==> src/rtl/debug_probe_scanner_if.sv <==
// Tagged item stream from the debug probe scanner.
// master drives items, slave returns ready.
interface debug_probe_scanner_if;
  logic        out_valid;
  logic        out_ready;
  logic        out_kind;
  logic [7:0]  out_index;
  logic [31:0] out_data;

  modport master (
    output out_valid,
    output out_kind,
    output out_index,
    output out_data,
    input  out_ready
  );

  modport slave (
    input  out_valid,
    input  out_kind,
    input  out_index,
    input  out_data,
    output out_ready
  );
endinterface

==> src/rtl/debug_probe_scanner.sv <==
// Sweeps the cpu probe port over r0..r31 then a memory
// window, streaming one tagged item per read.
module debug_probe_scanner #(
  parameter logic [31:0] MEM_BASE  = 32'h0,
  parameter int unsigned MEM_WORDS = 8,
  parameter int unsigned READ_LAT  = 1
) (
  input  logic        clk,
  input  logic        resetn,
  input  logic        start,
  output logic [4:0]  rf_addr,
  output logic [31:0] mem_addr,
  input  logic [31:0] rf_data,
  input  logic [31:0] mem_data,
  output logic        busy,
  output logic        done,
  debug_probe_scanner_if.master stream
);

  localparam logic [31:0] BASE = {MEM_BASE[31:2], 2'b00};
  localparam logic [7:0]  LAST_MEM = 8'(MEM_WORDS - 1);
  localparam logic [3:0]  LAST_CNT = 4'(READ_LAT - 1);

  typedef enum logic [2:0] {
    IDLE,
    RF_ISSUE,
    RF_WAIT,
    RF_OUT,
    MEM_ISSUE,
    MEM_WAIT,
    MEM_OUT,
    DONE
  } state_e;

  state_e      state_q, state_d;
  logic [7:0]  idx_q, idx_d;
  logic [3:0]  cnt_q, cnt_d;
  logic [4:0]  rf_addr_q, rf_addr_d;
  logic [31:0] mem_addr_q, mem_addr_d;
  logic        valid_q, valid_d;
  logic        kind_q, kind_d;
  logic [7:0]  index_q, index_d;
  logic [31:0] data_q, data_d;
  logic        busy_q, busy_d;
  logic        done_q, done_d;

  always_comb begin
    state_d    = state_q;
    idx_d      = idx_q;
    cnt_d      = cnt_q;
    rf_addr_d  = rf_addr_q;
    mem_addr_d = mem_addr_q;
    valid_d    = valid_q;
    kind_d     = kind_q;
    index_d    = index_q;
    data_d     = data_q;
    busy_d     = busy_q;
    done_d     = 1'b0;
    unique case (state_q)
      IDLE: begin
        if (start) begin
          state_d = RF_ISSUE;
          idx_d   = 8'd0;
          busy_d  = 1'b1;
        end
      end
      RF_ISSUE: begin
        rf_addr_d = idx_q[4:0];
        cnt_d     = 4'd0;
        state_d   = RF_WAIT;
      end
      RF_WAIT: begin
        cnt_d = cnt_q + 4'd1;
        if (cnt_q == LAST_CNT) begin
          data_d  = rf_data;
          kind_d  = 1'b0;
          index_d = idx_q;
          valid_d = 1'b1;
          state_d = RF_OUT;
        end
      end
      RF_OUT: begin
        if (stream.out_ready) begin
          valid_d = 1'b0;
          if (idx_q == 8'd31) begin
            idx_d   = 8'd0;
            state_d = MEM_ISSUE;
          end else begin
            idx_d   = idx_q + 8'd1;
            state_d = RF_ISSUE;
          end
        end
      end
      MEM_ISSUE: begin
        mem_addr_d = BASE + {22'd0, idx_q, 2'b00};
        cnt_d      = 4'd0;
        state_d    = MEM_WAIT;
      end
      MEM_WAIT: begin
        cnt_d = cnt_q + 4'd1;
        if (cnt_q == LAST_CNT) begin
          data_d  = mem_data;
          kind_d  = 1'b1;
          index_d = idx_q;
          valid_d = 1'b1;
          state_d = MEM_OUT;
        end
      end
      MEM_OUT: begin
        if (stream.out_ready) begin
          valid_d = 1'b0;
          if (idx_q == LAST_MEM) begin
            done_d  = 1'b1;
            state_d = DONE;
          end else begin
            idx_d   = idx_q + 8'd1;
            state_d = MEM_ISSUE;
          end
        end
      end
      DONE: begin
        busy_d  = 1'b0;
        state_d = IDLE;
      end
    endcase
  end

  always_ff @(posedge clk or negedge resetn) begin
    if (!resetn) begin
      state_q    <= IDLE;
      idx_q      <= 8'd0;
      cnt_q      <= 4'd0;
      rf_addr_q  <= 5'd0;
      mem_addr_q <= BASE;
      valid_q    <= 1'b0;
      kind_q     <= 1'b0;
      index_q    <= 8'd0;
      data_q     <= 32'd0;
      busy_q     <= 1'b0;
      done_q     <= 1'b0;
    end else begin
      state_q    <= state_d;
      idx_q      <= idx_d;
      cnt_q      <= cnt_d;
      rf_addr_q  <= rf_addr_d;
      mem_addr_q <= mem_addr_d;
      valid_q    <= valid_d;
      kind_q     <= kind_d;
      index_q    <= index_d;
      data_q     <= data_d;
      busy_q     <= busy_d;
      done_q     <= done_d;
    end
  end

  assign rf_addr          = rf_addr_q;
  assign mem_addr         = mem_addr_q;
  assign busy             = busy_q;
  assign done             = done_q;
  assign stream.out_valid = valid_q;
  assign stream.out_kind  = kind_q;
  assign stream.out_index = index_q;
  assign stream.out_data  = data_q;

endmodule

==> src/flat_wrapper.sv <==
// flat-port wrapper written by rule: the top's interface ports become plain ports
module debug_probe_scanner_flat 
#(
  parameter logic [31:0] MEM_BASE  = 32'h0,
  parameter int unsigned MEM_WORDS = 8,
  parameter int unsigned READ_LAT  = 1
)
  (clk, resetn, start, rf_addr, mem_addr, rf_data, mem_data, busy, done, stream_out_valid, stream_out_kind, stream_out_index, stream_out_data, stream_out_ready);
  debug_probe_scanner_if stream_i ();
  input  logic clk;
  input  logic resetn;
  input  logic start;
  output logic [4:0] rf_addr;
  output logic [31:0] mem_addr;
  input  logic [31:0] rf_data;
  input  logic [31:0] mem_data;
  output logic busy;
  output logic done;
  output wire logic [$bits(stream_i.out_valid)-1:0] stream_out_valid;
  output wire logic [$bits(stream_i.out_kind)-1:0] stream_out_kind;
  output wire logic [$bits(stream_i.out_index)-1:0] stream_out_index;
  output wire logic [$bits(stream_i.out_data)-1:0] stream_out_data;
  input wire logic [$bits(stream_i.out_ready)-1:0] stream_out_ready;
  assign stream_out_valid = stream_i.out_valid;
  assign stream_out_kind = stream_i.out_kind;
  assign stream_out_index = stream_i.out_index;
  assign stream_out_data = stream_i.out_data;
  assign stream_i.out_ready = stream_out_ready;
  debug_probe_scanner #(.MEM_BASE(MEM_BASE), .MEM_WORDS(MEM_WORDS), .READ_LAT(READ_LAT)) u_core (.clk(clk), .resetn(resetn), .start(start), .rf_addr(rf_addr), .mem_addr(mem_addr), .rf_data(rf_data), .mem_data(mem_data), .busy(busy), .done(done), .stream(stream_i));
endmodule
==> config.mk <==
export PLATFORM = sky130hd
export DESIGN_NAME = debug_probe_scanner_flat
export DESIGN_NICKNAME = d
export VERILOG_FILES = /design/src/rtl/debug_probe_scanner_if.sv /design/src/rtl/debug_probe_scanner.sv /design/src/flat_wrapper.sv
export SDC_FILE = /design/constraint.sdc
export NUM_CORES = 1
export LEC_CHECK = 0
export CAP_MARGIN = 20
export CELL_PAD_IN_SITES_DETAIL_PLACEMENT = 2
export CELL_PAD_IN_SITES_GLOBAL_PLACEMENT = 2
export CORE_MARGIN = 1
export CORE_UTILIZATION = 28
export CTS_CLUSTER_DIAMETER = 50
export DETAILED_ROUTE_END_ITERATION = 16
export PLACE_DENSITY_LB_ADDON = 0.1
export SYNTH_ARGS = -nofsm -noshare
export SYNTH_HDL_FRONTEND = slang
export SYNTH_SLANG_ARGS = --single-unit
==> constraint.sdc <==
create_clock -name clk -period 4.5 [get_ports clk]
set_clock_uncertainty 0.05 [all_clocks]
set_input_delay 1.35 -clock clk [delete_from_list [all_inputs] [get_ports clk]]
set_output_delay 1.35 -clock clk [all_outputs]
set_load 0.01 [all_outputs]
==> impl_results.md, run 1 <==
- Synth top area cells: dfrtp_1 48%, mux2i_1 9.0%, o21ai_0 5.8%
- Die height: 118.1 um
- Post-Syn Area per Cell: 10.81 um^2
- WHS: 426.2 ps
- Total number of vias: 3038
- CTS tree: built
- CP bufs+invs: 1
- Tightest Hold Check Type: flip-flop to flip-flop
- Initial core utilization: 28.60%
- Tot Pwr: 2.814 mW
- Tmin final: 2893 ps
- Antenna Violating Nets Remaining: 0
- Cell total after placement: 631
- Fill cell count: 1420
- Ports: 149
- Setup CP Type: input pin to flip-flop
- Die area: 0.01394 mm^2
- Share of cells above drive strength 1: 11.28%
- WL/cell: 16.92 um
- Routed WL: 10930 um
- Initial antenna violation count: 0
- CP Data Arrival Time: 3060 ps
- Fmax: 345.7 MHz
- Most frequent cell after synthesis: dfrtp_1
- CTS Buffer Depth: 2
- Final number of hold-violating endpoints: 0
- Number of global-route vias before repair: 3287
- Commonest cells post-synth: 72 x dfrtp_1, 44 x o21ai_0, 43 x nand2_1
- Root Driver: clkbuf_16
- Critical Path Fanout Max: 8
- Final setup violation count: 0
- Worst-Margin Slew: 960.3 ps
- Number of flops mapped to enable cells by yosys: 0
- # Max-Cap Violations: 0
- Resized Gates After CTS: 0
- Synth top area share: 47.76%
- Netlist cell types: 54
- DR pass1 iterations: 4
- Area delta synth->final: 40.20%
- Setup Buffers After CTS: 0
- Final non-filler cell area: 0.005289 mm^2
- Worst-path clk slew: 60 ps
- Area of the multi-input gates: 0.001720 mm^2
- Setup crit start kind: input pin
- GP Congestion: 0.7714
- Initial DRC count: 54
- Syn. warnings: 0
- Crit path largest cell delay: 610 ps
- Core ar.: 0.01319 mm^2
- Port Buffer Count: 124
- Setup_tns: 0 ps
- # diodes: 0
- Final Util: 40.10%
- Leading area contributor after synthesis: dfrtp_1
- Die Wd: 118.1 um
- Placed cell areas: 0.005034 mm^2
- FP Rows: 42
- GRT Residual Overflow: 0
- Leak Pwr: 2.198 nW
- Ratio of final minimum period to clock period: 64.28%
- DR vias/cell: 4.703
- Netlist Area Pre-Place: 0.003772 mm^2
- Total CTS buffers: 9
- Cells after Synth: 349
- CP endpoint kind: flip-flop
- First-pass GRT wire length: 18430 um
- Max_slew headroom: 35.98%
- Sequential area share after synthesis: 47.76%
- IR Drop Worst-Case VDD: 0.0001860 V
- Outcome: finished, final reports clean
- Power Density: 532.1 mW/mm^2
- Post-Place Setup Slack: 1266 ps
- Crit-path cells: clkdlybuf4s50_1, nand4b_1, a41oi_4, or2_4, mux2_4
- DP HPWL: 7859 um
- Kind of cell adding the most delay to the critical path: buffers and inverters
- RSZ-0062 raised after global routing: no
- Fin cells: 646
- GRT Util Overall: 16.89%
- DRC violations left: 0
- H-tree levels: 3
- Flops & latches, synth: 72
- Post-route setup slack: 1607 ps
- Worst-Skew Late Latency: 340 ps
- Final Max Slew Viols: 0
- Nets: 538
- Synth Flop Type: dfrtp_1
- Worst endpoint required time: 4670 ps
- Hold_buf cts: 0
- Ys async rst share: 100.0%
- Pin count of the biggest net entering global routing: 73
- Clock sinks: 72
- Slowest CP cell: clkdlybuf4s50_1
- FF/Latch Area: 0.001802 mm^2
[registers in the layout (all words and copies together) (netlist names)]
name / count
u_core.busy: 1
u_core.done: 1
u_core.stream.out_data: 32
u_core.cnt_q: 4
u_core.mem_addr: 8
u_core.stream.out_valid: 1
u_core.rf_addr: 5
u_core.stream.out_index: 8
u_core.stream.out_kind: 1
u_core.state_q: 3
u_core.idx_q: 8
[cells in the final DEF (no fill, tap or decap), types with 3 or more instances in the layout]
master and n:
a21oi_1 4, a31oi_1 4, buf_4 4, clkbuf_16 9, clkdlybuf4s50_1 123, clkinv_2 3
conb_1 24, dfrtp_1 72, ha_1 4, inv_1 8, mux2_2 19, mux2_4 3
mux2i_1 34, nand2_1 43, nand2b_1 5, nand3_1 4, nor2_1 5, nor3_1 6
o21ai_0 44, o22ai_1 5, o2bb2ai_1 5
[routing by layer]
layer	track usage (%)	vias to the layer above	part of all wire, %
li1	-	1421	-
met1	21.72	1500	47
met2	26.69	101	45
met3	4.264	16	5.8
met4	7.532	0	2.1
met5	0	-	0
[logic make-up (layout without fill, tap and decap cells)]
group                      count (synthesis)  in the layout  synth area share (%)
xor gates and xnor gates                   1              1                0.2322
and+or+nand+nor                           86             86                 11.77
muxes                                     56             56                 15.89
AOI/OAI and AO/OA                         77             77                 13.76
adders and majority gates                  4              4                 1.327
other                                      1             24               0.09941
DFF                                       72             72                 47.76
buffers and inverters                     52            150                 9.154
[worst min-delay path: cells and delay by family, from the launching register on]
| kind | cells | cell delay (ps) |
|---|---|---|
| AO/OA/AOI/OAI | 1 | 60 |
| flip-flops | 1 | 340 |
| AND/OR/NAND/NOR | 1 | 50 |
[worst paths after layout]
check	from	to	slack, ps	cells past startpoint
max in group asynchronous	resetn	u_core.stream.out_index[3]$_DFFE_PN0P_	2670	1
min in group asynchronous	resetn	u_core.stream.out_data[9]$_DFFE_PN0P_	1110	1
worst max-delay path	stream_out_ready	u_core.idx_q[1]$_DFFE_PN0P_	1610	5
worst max register to register	u_core.state_q[1]$_DFFE_PN0P_	u_core.stream.out_index[3]$_DFFE_PN0P_	2140	4
worst min register to register	u_core.stream.out_data[1]$_DFFE_PN0P_	u_core.stream.out_data[1]$_DFFE_PN0P_	430	2
worst min-delay path	u_core.stream.out_data[1]$_DFFE_PN0P_	u_core.stream.out_data[1]$_DFFE_PN0P_	430	2
[power breakdown]
part           internal [mW]  switching [mW]
clock network          0.367           0.271
registers              0.856           0.190
logic                  0.583           0.547
[cell type report]
type | count | area share, %
Clock buffer | 11 | 4.400
Clock inverter | 4 | 0.4258
Inverter | 8 | 0.5678
Multi-Input combinational cell | 248 | 32.53
Sequential cell | 72 | 34.07
Tap cell | 176 | 4.164
Timing Repair Buffer | 127 | 23.85
No activity file was read; power rests on OpenSTA's default activity.
==> inputs of run 2 (changes only) <==
CORE_UTILIZATION = 24   (was 28)
clock period = 2.5 ns   (was 4.5 ns; I/O delays follow)
==> run 2 against run 1 <==
Register-to-register slack got worse by 1600 ps. Flip-flop and latch count did not move. Global-route usage fell by 1.9 points. Cell count rose by 7.0%. Sequential share of layout area fell by 0.98 points.
==> impl_results.md, run 2 (synthesized netlist as in run 1, its figures left out) <==
- Outcome: finished, final reports clean
- Gr busiest metal: met2
- Leak Pwr: 2.261 nW (+2.9%)
- WL/cell: 16.70 um (-1.3%)
- Max_slew headroom: 61.30% (+25 points)
- Initial DRC count: 67 (+24%)
- Core ar.: 0.01526 mm^2 (+16%)
- DRC violations left: 0 (unchanged)
- DR pass1 iterations: 4 (unchanged)
- Root Driver: clkbuf_16
- GRT Util Overall: 14.95% (-1.9 points)
- Antenna Violating Nets Remaining: 0 (unchanged)
- Hold_buf cts: 0 (unchanged)
- Worst-Margin Slew: 578.3 ps (-382.0 ps)
- Setup crit start kind: input pin
- # diodes: 0 (unchanged)
- GP Congestion: 0.7025 (-8.9%)
- # Max-Cap Violations: 0 (unchanged)
- Final number of hold-violating endpoints: 0 (unchanged)
- Reg-to-reg critical path endpoint: u_core.stream.out_data[21]$_DFFE_PN0P_
- CTS Buffer Depth: 2 (unchanged)
- Crit-path cells: clkdlybuf4s50_1, or3b_4, a21oi_4, or2_4, mux2_4
- Routed WL: 11540 um (+5.6%)
- Area delta synth->final: 44.34%
- RSZ-0062 raised after global routing: no
- First-pass GRT wire length: 18450 um (+0.11%)
- Setup_tns: 0 ps (unchanged)
- Ratio of final minimum period to clock period: 83.27%
- Setup Buffers After CTS: 0 (unchanged)
- Worst-Skew Late Latency: 340 ps (about the same)
- FP Rows: 45 (+7.1%)
- Initial core utilization: 24.72% (-3.9 points)
- Ports: 149 (unchanged)
- Resized Gates After CTS: 0 (unchanged)
- CTS tree: built
- DR vias/cell: 4.428 (-5.8%)
- Die area: 0.01622 mm^2 (+16%)
- Pin count of the biggest net entering global routing: 45 (-38%)
- CP endpoint kind: flip-flop
- Max FFs per register: 32 (unchanged)
- Power Density: 952.2 mW/mm^2 (+79%)
- Met1 Use GR: 19.83% (-1.9 points)
- Slowest CP cell: clkdlybuf4s50_1
- Tot Pwr: 5.185 mW (+84%)
- Commonest non-fill, non-tap cells in the layout: 123 x clkdlybuf4s50_1, 72 x dfrtp_1, 44 x o21ai_0
- Met2 Track Usage GR: 23.72% (-3.0 points)
- Total number of vias: 3060 (+0.72%)
- R2R Setup Slk: 510 ps (-1630 ps)
- DP HPWL: 8573 um (+9.1%)
- Tightest Hold Check Type: input pin to async pin
- Worst R2R Path Depth: 4 (unchanged)
- Reg2reg start: u_core.state_q[1]$_DFFE_PN0P_
- Setup CP Type: input pin to flip-flop
- Final setup violation count: 0 (unchanged)
- M3 GR Usage: 3.476% (-0.79 points)
- Critical Path Fanout Max: 3 (-5)
- GRT Residual Overflow: 0 (unchanged)
- Share of cells above drive strength 1: 13.13% (+1.8 points)
- Number of global-route vias before repair: 3240 (-1.4%)
- H-tree levels: 3 (unchanged)
- Crit path largest cell delay: 500 ps (-110 ps)
- WHS: 299.4 ps (-126.9 ps)
- Final Max Slew Viols: 0 (unchanged)
- Total CTS buffers: 9 (unchanged)
- Worst endpoint required time: 2670 ps (-2000 ps)
- Nets: 548 (+1.9%)
- Port Buffer Count: 124 (unchanged)
- Most common cell after layout, fill and taps aside: clkdlybuf4s50_1
- Worst-path clk slew: 60 ps (about the same)
- Tmin final: 2082 ps
- Fmax: 480.4 MHz
- Die Wd: 127.4 um (+7.9%)
- CP Data Arrival Time: 2250 ps (-810 ps)
- IR Drop Worst-Case VDD: 0.0003408 V (+83%)
- Die height: 127.4 um (+7.9%)
- Clock sinks: 72 (unchanged)
- Initial antenna violation count: 0 (unchanged)
==> run 2: cell types whose count changed in the layout (fill, tap and decap cells not counted) <==
cell	delta
buf_12	+3
buf_4	+7
==> run 2: per-layer routing <==
layer / up-vias / wire length [um]
met1: 1511 / 5357
met5: - / 0
li1: 1446 / -
met4: 0 / 155
met2: 93 / 5363
met3: 10 / 664
==> run 2: metrics by stage <==
| step | instances | cell area [um^2] | utilization (%) | setup slack, ps |
|---|---|---|---|---|
| after detailed placement | 676 | 5190 | 34.01 | 57.76 |
| after floorplan | 372 | 3859 | - | 524.7 |
| after global routing | 691 | 5445 | 35.69 | 330.4 |
| after CTS | 691 | 5445 | 35.69 | 406.2 |
| after global placement | 676 | 5190 | 34.01 | 69.82 |
| final | 691 | 5445 | 35.69 | 418.2 |
==> run 2: layout make-up <==
cell class,count,area [um^2]
clock buffer,11,232.7
clock inverter,4,22.52
fill,1642,9813
inverter,8,30.03
multi-input combinational,248,1720
sequential,72,1802
tap,211,264.0
timing repair buffer,137,1374
==> run 2: worst max path at each step <==
stage | start | to | cells past startpoint
floorplan | start | u_core.idx_q[1]$_DFFE_PN0P_ | 4
detailed placement | start | u_core.idx_q[1]$_DFFE_PN0P_ | 5
global route | u_core.state_q[1]$_DFFE_PN0P_ | u_core.stream.out_data[2]$_DFFE_PN0P_ | 5
CTS | u_core.stream.out_index[7]$_DFFE_PN0P_ | stream_out_index[7] | 1
finish | start | u_core.idx_q[1]$_DFFE_PN0P_ | 5
global placement | start | u_core.idx_q[1]$_DFFE_PN0P_ | 5
==> run 2: critical path, delay by kind of cell <==
| kind | cells | cell delay (ps) |
|---|---|---|
| muxes | 1 | 290 |
| and+or+nand+nor | 2 | 560 |
| buffers and inverters | 1 | 500 |
| AOI/OAI and AO/OA | 1 | 150 |
==> run 2: power by group <==
group	switching, mW	leakage, nW	internal (mW)
combinational	1.07	1.21	1.13
clock	0.499	0.125	0.662
sequential	0.282	0.929	1.54
